--- src/rtl/vga_pkg.sv ---
// Shared raster constants for the character-cell VGA path (800x600@60, 40 MHz pixel clock).
package vga_pkg;

  localparam int unsigned DEF_H_ACTIVE = 800;
  localparam int unsigned DEF_H_FP     = 40;
  localparam int unsigned DEF_H_SYNC   = 128;
  localparam int unsigned DEF_H_BP     = 88;
  localparam int unsigned DEF_H_TOTAL  = DEF_H_ACTIVE + DEF_H_FP + DEF_H_SYNC + DEF_H_BP;

  localparam int unsigned DEF_V_ACTIVE = 600;
  localparam int unsigned DEF_V_FP     = 1;
  localparam int unsigned DEF_V_SYNC   = 4;
  localparam int unsigned DEF_V_BP     = 23;
  localparam int unsigned DEF_V_TOTAL  = DEF_V_ACTIVE + DEF_V_FP + DEF_V_SYNC + DEF_V_BP;

  localparam int unsigned H_CNT_W  = 11;
  localparam int unsigned V_CNT_W  = 10;
  localparam int unsigned CH_W     = 3;
  localparam int unsigned COLOR_W  = 3 * CH_W;

  // Cell colour as delivered by the controller: {R[8:6], G[5:3], B[2:0]}
  typedef struct packed {
    logic [CH_W-1:0] r;
    logic [CH_W-1:0] g;
    logic [CH_W-1:0] b;
  } rgb_t;

endpackage

--- src/rtl/vga_pipe_dly.sv ---
// Fixed-depth shift register that resets to a caller-supplied idle pattern.
module vga_pipe_dly #(
  parameter int unsigned      WIDTH   = 3,
  parameter int unsigned      DEPTH   = 1,
  parameter logic [WIDTH-1:0] RST_VAL = '0
) (
  input  logic             clk,
  input  logic             rst_n,
  input  logic [WIDTH-1:0] din,
  output logic [WIDTH-1:0] dout
);

  logic [WIDTH-1:0] sr_q [DEPTH];

  always_ff @(posedge clk or negedge rst_n) begin
    if (!rst_n) begin
      for (int i = 0; i < int'(DEPTH); i++) sr_q[i] <= RST_VAL;
    end else begin
      sr_q[0] <= din;
      for (int i = 1; i < int'(DEPTH); i++) sr_q[i] <= sr_q[i-1];
    end
  end

  assign dout = sr_q[DEPTH-1];

endmodule

--- src/rtl/vga_timing_gen.sv ---
// Raster timing source: counters, frame-boundary run control, sync/blank alignment and RGB pins.
module vga_timing_gen
  import vga_pkg::*;
#(
  parameter int unsigned H_ACTIVE = DEF_H_ACTIVE,
  parameter int unsigned H_FP     = DEF_H_FP,
  parameter int unsigned H_SYNC   = DEF_H_SYNC,
  parameter int unsigned H_BP     = DEF_H_BP,
  parameter int unsigned V_ACTIVE = DEF_V_ACTIVE,
  parameter int unsigned V_FP     = DEF_V_FP,
  parameter int unsigned V_SYNC   = DEF_V_SYNC,
  parameter int unsigned V_BP     = DEF_V_BP,
  parameter int unsigned SYNC_POL = 1,
  parameter int unsigned PIPE_DLY = 1
) (
  input  logic               clk,
  input  logic               rst_n,
  input  logic               enable,
  input  logic [COLOR_W-1:0] color_in,
  output logic               vga_data_en,
  output logic [H_CNT_W-1:0] h_cnt,
  output logic [V_CNT_W-1:0] v_cnt,
  output logic               frame_start,
  output logic               hsync,
  output logic               vsync,
  output logic [CH_W-1:0]    vga_r,
  output logic [CH_W-1:0]    vga_g,
  output logic [CH_W-1:0]    vga_b
);

  localparam int unsigned H_TOTAL = H_ACTIVE + H_FP + H_SYNC + H_BP;
  localparam int unsigned V_TOTAL = V_ACTIVE + V_FP + V_SYNC + V_BP;

  localparam logic [H_CNT_W-1:0] H_ACT_END  = H_CNT_W'(H_ACTIVE);
  localparam logic [H_CNT_W-1:0] H_SYNC_BEG = H_CNT_W'(H_ACTIVE + H_FP);
  localparam logic [H_CNT_W-1:0] H_SYNC_END = H_CNT_W'(H_ACTIVE + H_FP + H_SYNC);
  localparam logic [H_CNT_W-1:0] H_LAST     = H_CNT_W'(H_TOTAL - 1);
  localparam logic [V_CNT_W-1:0] V_ACT_END  = V_CNT_W'(V_ACTIVE);
  localparam logic [V_CNT_W-1:0] V_SYNC_BEG = V_CNT_W'(V_ACTIVE + V_FP);
  localparam logic [V_CNT_W-1:0] V_SYNC_END = V_CNT_W'(V_ACTIVE + V_FP + V_SYNC);
  localparam logic [V_CNT_W-1:0] V_LAST     = V_CNT_W'(V_TOTAL - 1);
  localparam logic               POL        = 1'(SYNC_POL);

  localparam logic [0:0] ST_IDLE = 1'b0;
  localparam logic [0:0] ST_RUN  = 1'b1;

  if (H_TOTAL > 2048) begin : g_h_total_chk
    $error("vga_timing_gen: H_TOTAL exceeds 2048");
  end
  if (V_TOTAL > 1024) begin : g_v_total_chk
    $error("vga_timing_gen: V_TOTAL exceeds 1024");
  end
  if (PIPE_DLY > 7 || SYNC_POL > 1) begin : g_misc_chk
    $error("vga_timing_gen: PIPE_DLY must be 0..7 and SYNC_POL 0 or 1");
  end

  logic [0:0] state_q, state_d;
  logic       running, h_last, v_last, frame_last;
  logic       de_raw, hs_raw, vs_raw;
  logic       de_dly, hs_dly, vs_dly;
  rgb_t       rgb_q;

  assign running    = (state_q == ST_RUN);
  assign h_last     = (h_cnt == H_LAST);
  assign v_last     = (v_cnt == V_LAST);
  assign frame_last = h_last && v_last;

  always_ff @(posedge clk or negedge rst_n) begin
    if (!rst_n) state_q <= ST_IDLE;
    else        state_q <= state_d;
  end

  // enable is only looked at from idle or on the last pixel of a frame
  always_comb begin
    state_d = state_q;
    case (state_q)
      ST_IDLE: if (enable) state_d = ST_RUN;
      ST_RUN:  if (frame_last && !enable) state_d = ST_IDLE;
      default: state_d = ST_IDLE;
    endcase
  end

  always_ff @(posedge clk or negedge rst_n) begin
    if (!rst_n) begin
      h_cnt <= '0;
      v_cnt <= '0;
    end else if (!running) begin
      h_cnt <= '0;
      v_cnt <= '0;
    end else if (h_last) begin
      h_cnt <= '0;
      v_cnt <= v_last ? '0 : v_cnt + V_CNT_W'(1);
    end else begin
      h_cnt <= h_cnt + H_CNT_W'(1);
    end
  end

  assign de_raw = running && (h_cnt < H_ACT_END) && (v_cnt < V_ACT_END);
  assign hs_raw = (running && (h_cnt >= H_SYNC_BEG) && (h_cnt < H_SYNC_END)) ? POL : ~POL;
  assign vs_raw = (running && (v_cnt >= V_SYNC_BEG) && (v_cnt < V_SYNC_END)) ? POL : ~POL;
  assign vga_data_en = de_raw;

  // Align blank/sync with the controller's colour latency
  if (PIPE_DLY > 0) begin : g_dly
    vga_pipe_dly #(
      .WIDTH  (3),
      .DEPTH  (PIPE_DLY),
      .RST_VAL({1'b0, ~POL, ~POL})
    ) u_pipe_dly (
      .clk  (clk),
      .rst_n(rst_n),
      .din  ({de_raw, hs_raw, vs_raw}),
      .dout ({de_dly, hs_dly, vs_dly})
    );
  end else begin : g_nodly
    assign {de_dly, hs_dly, vs_dly} = {de_raw, hs_raw, vs_raw};
  end

  always_ff @(posedge clk or negedge rst_n) begin
    if (!rst_n) begin
      frame_start <= 1'b0;
      hsync       <= ~POL;
      vsync       <= ~POL;
      rgb_q       <= '0;
    end else begin
      frame_start <= running && (h_cnt == '0) && (v_cnt == '0);
      hsync       <= hs_dly;
      vsync       <= vs_dly;
      rgb_q       <= de_dly ? rgb_t'(color_in) : '0;
    end
  end

  assign vga_r = rgb_q.r;
  assign vga_g = rgb_q.g;
  assign vga_b = rgb_q.b;

endmodule

--- config.mk ---
export PLATFORM = sky130hd
export DESIGN_NAME = vga_timing_gen
export DESIGN_NICKNAME = d
export VERILOG_FILES = /design/src/rtl/vga_pkg.sv /design/src/rtl/vga_pipe_dly.sv /design/src/rtl/vga_timing_gen.sv
export SDC_FILE = /design/constraint.sdc
export NUM_CORES = 1
export LEC_CHECK = 0
export ABC_AREA = 1
export BUFFER_PORTS_ARGS = -buffer_cell sky130_fd_sc_hd__buf_2
export CORE_MARGIN = 2
export CORE_UTILIZATION = 50
export DETAILED_ROUTE_END_ITERATION = 10
export MAX_ROUTING_LAYER = met4
export PLACE_DENSITY = 0.75
export SLEW_MARGIN = 15
export SYNTH_ARGS = -nofsm -noshare
export SYNTH_HDL_FRONTEND = slang
export SYNTH_SLANG_ARGS = --single-unit
export TNS_END_PERCENT = 10
--- constraint.sdc ---
create_clock -name clk -period 2.53 [get_ports clk]
set_input_delay 0.1265 -clock clk [delete_from_list [all_inputs] [get_ports clk]]
set_output_delay 0.1265 -clock clk [all_outputs]
set_load 0.02 [all_outputs]
# After elaboration in Yosys (flattened, before gate mapping)
# Index checks and enable logic that the tools add are counted.
# Widths: inputs -> output; s select.
# op_classes
addsub	2
n_lt_le_gt_ge	6
n_eq_ne	3
mux	11
n_bitwise	1
n_reduce_logical	13
# op_table
operator	n
$mux 10	3
$lt 11x10->1 const B	2
$mux 11	2
$lt 10x10->1 const B	2
$add 11x1->11 const B	1
$eq 11x11->1 const B	1
$ge 11x10->1 const B	1
$logic_not 11->1	1
$add 10x1->10 const B	1
$eq 10x10->1 const B	1
$ge 10x10->1 const B	1
$logic_and 1x1->1	10
$logic_not 10->1	1
$mux 9	1
$mux 1	4
$ne 2x1->1 const B	1
$pmux 1 s2	1
$logic_not 1->1	1
$not 1->1	1
# totals
regBits	37
out_inout_bits	34

# Depth between registers and ports, before layout
# Gate-level depths: netlist of run 1.
# depth
ltp_word	5
depth_mapped	9

# Hierarchy
# From an unflattened synthesis of run 1, not the netlist that was laid out.
# hier_totals
cells_unflattened	232
area_unflattened_um2	1933.1
# by_module_without_submodules
module	n_inst	cells_per_inst	area_each_um2	seq_area_each_um2
vga_timing_gen	1	229	1858.0	850.8
vga_pipe_dly	1	3	75.1	75.1

# Worst setup path after synthesis of run 1
# No wires, ideal clock.
# synth_path
path_kind	register to register
start	register h_cnt[7]
end	register g_dly.u_pipe_dly.sr_q (netlist bit g_dly.u_pipe_dly.dout[2])
arrival_ns	1.538
required_ns	2.325
slack_ns	0.788
stages_incl_launch_ff	5
n_path_buf	1
cell_sequence	dfrtp_1 -> buf_2 -> inv_1 -> nor2_1 -> nor4_1
# synth_via
elab_chain_len	3
# synth_rtl
item	line	text
start, declared	vga_timing_gen.sv:21	output logic [H_CNT_W-1:0] h_cnt,
start signal, assigned	vga_timing_gen.sv:94	h_cnt <= h_cnt + H_CNT_W'(1);
$lt 11x10->1	vga_timing_gen.sv:98	assign de_raw = running && (h_cnt < H_ACT_END) && (v_cnt < V_ACT_END);
$logic_and 1x1->1 (2 in a row)	vga_timing_gen.sv:98	
named net vga_data_en	vga_timing_gen.sv:20	output logic vga_data_en,
end, declared	vga_pipe_dly.sv:13	logic [WIDTH-1:0] sr_q [DEPTH];
# The timed path passes the listed nets, and every way through them passes these cells.
# A chain may end at the register's enable or synchronous reset.

# Worst setup path in the final report of run 1
# layout_path
start	register v_cnt[7]
end	output port vga_data_en
# layout_via
elab_chain_len	2
# layout_rtl
item	line	text
start, declared	vga_timing_gen.sv:22	output logic [V_CNT_W-1:0] v_cnt,
start signal, assigned	vga_timing_gen.sv:92	v_cnt <= v_last ? '0 : v_cnt + V_CNT_W'(1);
$lt 10x10->1	vga_timing_gen.sv:98	
$logic_and 1x1->1	vga_timing_gen.sv:98	
end, declared	vga_timing_gen.sv:20	
# No other way between the ends.

==> results.json, run 1 <==
{
  "drcViolationCount": 0,
  "synth_flop_cell": "dfrtp_1",
  "syn_area_sq_mm": 0.00191,
  "final-hold-violation-count": 0,
  "r2r_cells": 8,
  "die_y_um": 65.8,
  "grt_util_met3_pct": 5.31,
  "crit_fanout": 6,
  "drv_cap": 0,
  "vias": 1713,
  "gp_congestion": 0.959,
  "drtAntennaViolNets": 0,
  "rsz0062_at_grt": "false",
  "synth_area_leaders": "dfrtp_1 (49%), nand2_1 (8.5%), inv_1 (7.3%), nor2_1 (6.5%), nand4_1 (4.3%)",
  "ys_ff_latch": 37,
  "path_clk_slew_ns": 0.07,
  "fmax_mhz": 529,
  "finalCriticalPeriod_ns": 1.89,
  "power_density_mw_per_mm2": 456,
  "min_from": "color_in[8]",
  "grt_use_met2_pct": 34.6,
  "cts_htree_levels": 2,
  "place_worst_setup_slack_ns": 0.689,
  "syn-num-nets": 253,
  "p_total_mw": 1.03,
  "fp.dieW_um": 65.8,
  "worstSkewPairLatency_ns": 0.29,
  "reg2reg_to": "h_cnt[7]$_DFF_PN0_",
  "firstDrtPassIters": 4,
  "cts_setup_buffers": 0,
  "dieArea_sq_mm": 0.00432,
  "ys_seq_area_share_pct": 48.6,
  "antenna_found_initial": 0,
  "crit_arrival_ns": 1.76,
  "slew_headroom_pct": 46.8,
  "cp.required_ns": 2.40,
  "cts_root_buf": "clkbuf_8",
  "core_sq_mm": 0.00366,
  "io_pins": 46,
  "hp-class": "primary input to register",
  "diodes": 0,
  "tns_ns": 0,
  "grt_pass1_wl_um": 7300,
  "min_path_cells": 3,
  "vdd_drop_max_uv": 361,
  "yosys.area.top_type": "dfrtp_1",
  "grt_usage_pct": 22.7,
  "nNetsFinal": 302,
  "via_per_inst": 5.14,
  "worstSetupPathType": "register to output port",
  "crit_path_start_kind": "register",
  "finClkSkew_ns": 0.00308,
  "clock-sinks": 37,
  "final_util_pct": 61.7,
  "ys_async_sr_fraction_pct": 100,
  "yosysWarnings": 0,
  "initial_utilization_pct": 52.1,
  "drt_first_iter_violations": 137,
  "synthesis.instances": 235,
  "synthToLayoutAreaGrowth_pct": 18.5,
  "status": "completed",
  "grt_start_max_net_pins": 38,
  "top_usage_layer": "met2",
  "synth.most_common_cell": "nand2_1",
  "holdPathEnd": "vga_r[2]$_DFF_PN0_",
  "slew_viol_final": 0,
  "r2r_setup_slack_ns": 0.68,
  "finalSetupViolCount": 0,
  "r2r-start": "h_cnt[0]$_DFF_PN0_",
  "dpl.hpwl_um": 3120,
  "syn_avg_cell_area_sq_um": 8.11,
  "power_leakage_nw": 1.20,
  "drive_gt1_share_pct": 21.1,
  "synth_edf_count": 0,
  "cts_buffer_depth": 2,
  "numCtsBuffers": 5,
  "cts_tree": "yes",
  "rows": 22,
  "tightest_slew_ns": 0.797,
  "yosysTopAreaCellShare_pct": 48.6,
  "fin_ws_ns": 0.641,
  "cp-end-kind": "output port",
  "post_drt_wl_per_cell_um": 12.6,
  "grtUsageMet1_pct": 30.2,
  "grt_pass1_vias": 1585,
  "overflow": 0,
  "port_buffers": 45,
  "routed_wl_um": 4190,
  "synth_commonest_cells": "nand2_1 (43), dfrtp_1 (37), inv_1 (37)",
  "yosysUniqueCellTypes": 27,
  "finalCritPeriodShare_pct": 74.7
}
-- sequential cells by signal (all words and copies together), names as in the netlist --
name and flops:
h_cnt 11, v_cnt 10, g_dly.u_pipe_dly.dout 3, vga_b 3, vga_g 3, vga_r 3
frame_start 1, hsync 1, running 1, vsync 1
-- critical path, stage by stage, from the launching register on --
cell	delay, ns
dfrtp_1	0.44
o21ai_0	0.28
nand2_1	0.09
nor4_1	0.42
buf_2	0.25
-- worst max-delay path by stage --
stage                               startpoint                                  to  slack (ns)  depth (start not counted)
after floorplan             h_cnt[7]$_DFF_PN0_  g_dly.u_pipe_dly.dout[2]$_DFF_PN0_        0.79                          4
after global placement      h_cnt[0]$_DFF_PN0_                  h_cnt[7]$_DFF_PN0_        0.77                          8
after detailed placement    h_cnt[0]$_DFF_PN0_                  h_cnt[7]$_DFF_PN0_        0.69                          8
after CTS                 v_cnt[8]$_DFFE_PN0P_                         vga_data_en        0.64                          4
after global routing        h_cnt[0]$_DFF_PN0_                  h_cnt[7]$_DFF_PN0_        0.50                          8
final                     v_cnt[7]$_DFFE_PN0P_                         vga_data_en        0.64                          4
-- logic make-up after synthesis --
family | Yosys count | share of synthesized area (%)
fa+ha+maj | 6 | 3.94
simple gates | 122 | 29.1
xor+xnor | 5 | 2.30
flops | 37 | 48.6
compound gates | 22 | 6.89
buf+inv | 43 | 9.19
-- area by class of cell --
type,count,area (sq um)
Clock buffer,6,72.6
Multi-Input combinational cell,155,806
Tap cell,48,60.1
Clock inverter,2,10.0
Fill cell,333,1400
Sequential cell,37,926
Inverter,38,143
Timing Repair Buffer,47,243
-- layout by cell type (no fill, tap or decap) --
| cell type | instances |
|---|---|
| o21ai_1 | 1 |
| nand3_2 | 2 |
| nor2_1 | 33 |
| nor3b_1 | 1 |
| nand2_1 | 43 |
| o21bai_1 | 1 |
| dfrtp_1 | 37 |
| clkinv_2 | 2 |
| buf_2 | 45 |
| xor2_1 | 5 |
| nor3_1 | 12 |
| nor2_4 | 1 |
| inv_2 | 1 |
| nand4_1 | 13 |
| clkbuf_1 | 1 |
| a211oi_1 | 2 |
| buf_4 | 1 |
| clkbuf_8 | 5 |
| ha_1 | 6 |
| dlygate4sd3_1 | 1 |
| inv_1 | 37 |
| nor4_1 | 2 |
| o21ai_0 | 13 |
| nand3_1 | 13 |
| nor2_2 | 1 |
| o21ai_4 | 1 |
| a21oi_1 | 3 |
| o21a_1 | 1 |
| nand2_2 | 1 |
-- where the power goes --
| group | leakage, nW | internal (mW) | switching, mW |
|---|---|---|---|
| Sequential | 0.471 | 0.598 | 0.00134 |
| Clock | 0.0450 | 0.191 | 0.198 |
| Combinational | 0.682 | 0.0146 | 0.0280 |
| Total | 1.20 | 0.804 | 0.228 |
-- metal layers --
metal	up-vias	part of all wire (%)	wire length (um)
met2	65	46	1910
li1	850	-	-
met1	791	45	1890
met5	-	0	0
met4	0	1.6	65
met3	7	7.6	316
-- what timing repair did --
item,CTS,global route
endpoints found under the setup margin,0,0
endpoints found under the hold margin,37,0
hold buffers,1,0
gates resized for setup,0,0
-- stage by stage --
step / area (sq um) / std cells / hold WS, ns
after floorplan: 1910 / 235 / -0.169
after global placement: 2170 / 324 / 0.256
after detailed placement: 2170 / 324 / 0.262
after CTS: 2260 / 333 / 0.0195
after global routing: 2260 / 333 / 0.0256
final: 2260 / 333 / 0.0218
No activity file was read; power rests on OpenSTA's default activity.
==> run 2, diff against run 1 <==
==> constraint.sdc (replaced) <==
create_clock -name clk -period 1.93 [get_ports clk]
set_input_delay 0.0965 -clock clk [delete_from_list [all_inputs] [get_ports clk]]
set_output_delay 0.0965 -clock clk [all_outputs]
set_load 0.02 [all_outputs]
==> results.json, run 2 (synthesis gave the netlist of run 1 again) <==
{
  "cts_tree": "yes",
  "status": "completed",
  "worstSkewPairLatency_ns": 0.29,
  "p_int_mw": 1.33,
  "routed_wl_um": 4450,
  "antenna_found_initial": 0,
  "slew_viol_final": 0,
  "clock-sinks": 37,
  "finalSetupViolCount": 0,
  "via_per_inst": 5.16,
  "netSwitchingFraction_pct": 18.9,
  "rsz0062_at_grt": "false",
  "tns_ns": 0,
  "drcViolationCount": 0,
  "pwr-share-comb_pct": 4.4,
  "p_seq_share_pct": 47.9,
  "crit_fanout": 6,
  "grt_pass1_wl_um": 7420,
  "regMostFlops": "h_cnt",
  "core_sq_mm": 0.00366,
  "largest_registers": "h_cnt: 11 flops, v_cnt: 10 flops",
  "multi_input_area_sq_um": 806,
  "final_cell_mix": "buf_2 (45), nand2_1 (43), inv_1 (37), dfrtp_1 (37), nor2_1 (33)",
  "fillers": 309,
  "worstSetupPathType": "register to output port",
  "vdd_drop_max_uv": 564,
  "clockPowerShare_pct": 47.7,
  "cts_buffer_depth": 2,
  "cts_resized": 0,
  "dieArea_sq_mm": 0.00432,
  "gp_congestion": 0.964,
  "drv_cap": 0,
  "layout.cells.most_common": "buf_2",
  "cts_htree_levels": 2,
  "power_leakage_nw": 1.28,
  "numCtsBuffers": 5,
  "final-hold-violation-count": 0,
  "drtAntennaViolNets": 0,
  "finClkSkew_ns": 0.00795,
  "fmax_mhz": 544,
  "cp.required_ns": 1.83,
  "hp-class": "register to register",
  "diodes": 0,
  "finalCritPeriodShare_pct": 95.2,
  "firstDrtPassIters": 4,
  "vias": 1786,
  "final_area_sq_mm": 0.00243,
  "port_buffers": 45,
  "overflow": 0,
  "cts_root_buf": "clkbuf_8",
  "crit_path_start_kind": "register",
  "slew_headroom_pct": 47.9,
  "tightest_slew_ns": 0.782,
  "io_pins": 46,
  "seq_area_sq_um": 926,
  "crit_arrival_ns": 1.74,
  "drive_gt1_share_pct": 21.5,
  "fp.dieW_um": 65.8,
  "initial_utilization_pct": 52.1,
  "grt_usage_pct": 23.1,
  "post_drt_wl_per_cell_um": 12.9,
  "die_y_um": 65.8,
  "place_area_sq_mm": 0.00219,
  "drt_first_iter_violations": 90,
  "largest_register_ff_count": 11,
  "grt_pass1_vias": 1689,
  "cts_setup_buffers": 0,
  "synthToLayoutAreaGrowth_pct": 27.6,
  "finalCriticalPeriod_ns": 1.84,
  "nNetsFinal": 315,
  "cp-end-kind": "output port",
  "rows": 22,
  "grt_start_max_net_pins": 38,
  "switching_power_mw": 0.311,
  "path_clk_slew_ns": 0.08,
  "power_density_mw_per_mm2": 674,
  "dpl.hpwl_um": 3160
}
==> run 2: changes by cell type in the layout (fill, tap and decap cells not counted) <==
cell | previous run | this run
clkinv_2 | 2 | 1
buf_4 | 1 | 4
dlygate4sd3_1 | 1 | 11
bufinv_16 | 0 | 2
clkbuf_1 | 1 | 0
==> run 2: area by class of cell <==
cell class              count  area share [%]
repair buffers             60            15.0
well taps                  48            2.47
flip-flops and latches     37            38.0
clock inverters             3            2.67
inverters                  38            5.86
multi-input cells         155            33.1
clock buffers               5            2.83
==> run 2: per-layer routing <==
layer	up-vias	share of wire, %	global-route usage [%]
met2	64	49	38.0
met3	2	6.0	5.31
met4	0	0.56	7.03
li1	882	-	-
met5	-	0	-
met1	838	45	28.5
==> run 2: worst paths after layout <==
path	startpoint	endpoint	slack (ns)	cells after the start
max	v_cnt[8]$_DFFE_PN0P_	vga_data_en	0.09	4
min	g_dly.u_pipe_dly.dout[1]$_DFF_PN0_	hsync$_DFF_PN0_	0.36	0
max reg2reg	h_cnt[0]$_DFF_PN0_	v_cnt[7]$_DFFE_PN0P_	0.28	7
min reg2reg	g_dly.u_pipe_dly.dout[1]$_DFF_PN0_	hsync$_DFF_PN0_	0.36	0
max in group asynchronous	rst_n	h_cnt[4]$_DFF_PN0_	1.01	2
min in group asynchronous	rst_n	v_cnt[9]$_DFFE_PN0P_	0.42	2
==> run 2: critical path: stages (launching register included) <==
cell and delay [ns]:
dfrtp_1 0.44, o21ai_0 0.28, nand2_1 0.08, nor4_1 0.40, buf_2 0.25
==> run 2: power by group through the flow <==
| stage | clock network (mW) | registers, mW | logic, mW |
|---|---|---|---|
| floorplan | 0 | 0.815 | 0.00712 |
| global placement | 0 | 0.801 | 0.0557 |
| detailed placement | 0 | 0.801 | 0.0560 |
| CTS | 0.797 | 0.786 | 0.0730 |
| global route | 0.824 | 0.787 | 0.0809 |
| finish | 0.782 | 0.786 | 0.0722 |
==> run 2: stage by stage <==
stage | utilization (%) | instances | power, mW | hold WS, ns | setup WS (ns)
2_1_floorplan | - | 235 | 0.822 | -0.199 | 0.188
3_3_place_gp | 59.8 | 327 | 0.857 | 0.233 | 0.378
3_5_place_dp | 59.8 | 327 | 0.857 | 0.226 | 0.299
4_1_cts | 66.5 | 346 | 1.66 | 0.358 | 0.0982
5_1_grt | 66.5 | 346 | 1.69 | 0.368 | 0.0285
6_report | 66.5 | 346 | 1.64 | 0.356 | 0.0927
==> run 2: repair_timing <==
action	4_1_cts	5_1_grt
hold endpoints to repair	47	0
hold buffers	11	0
setup endpoints to repair	0	0
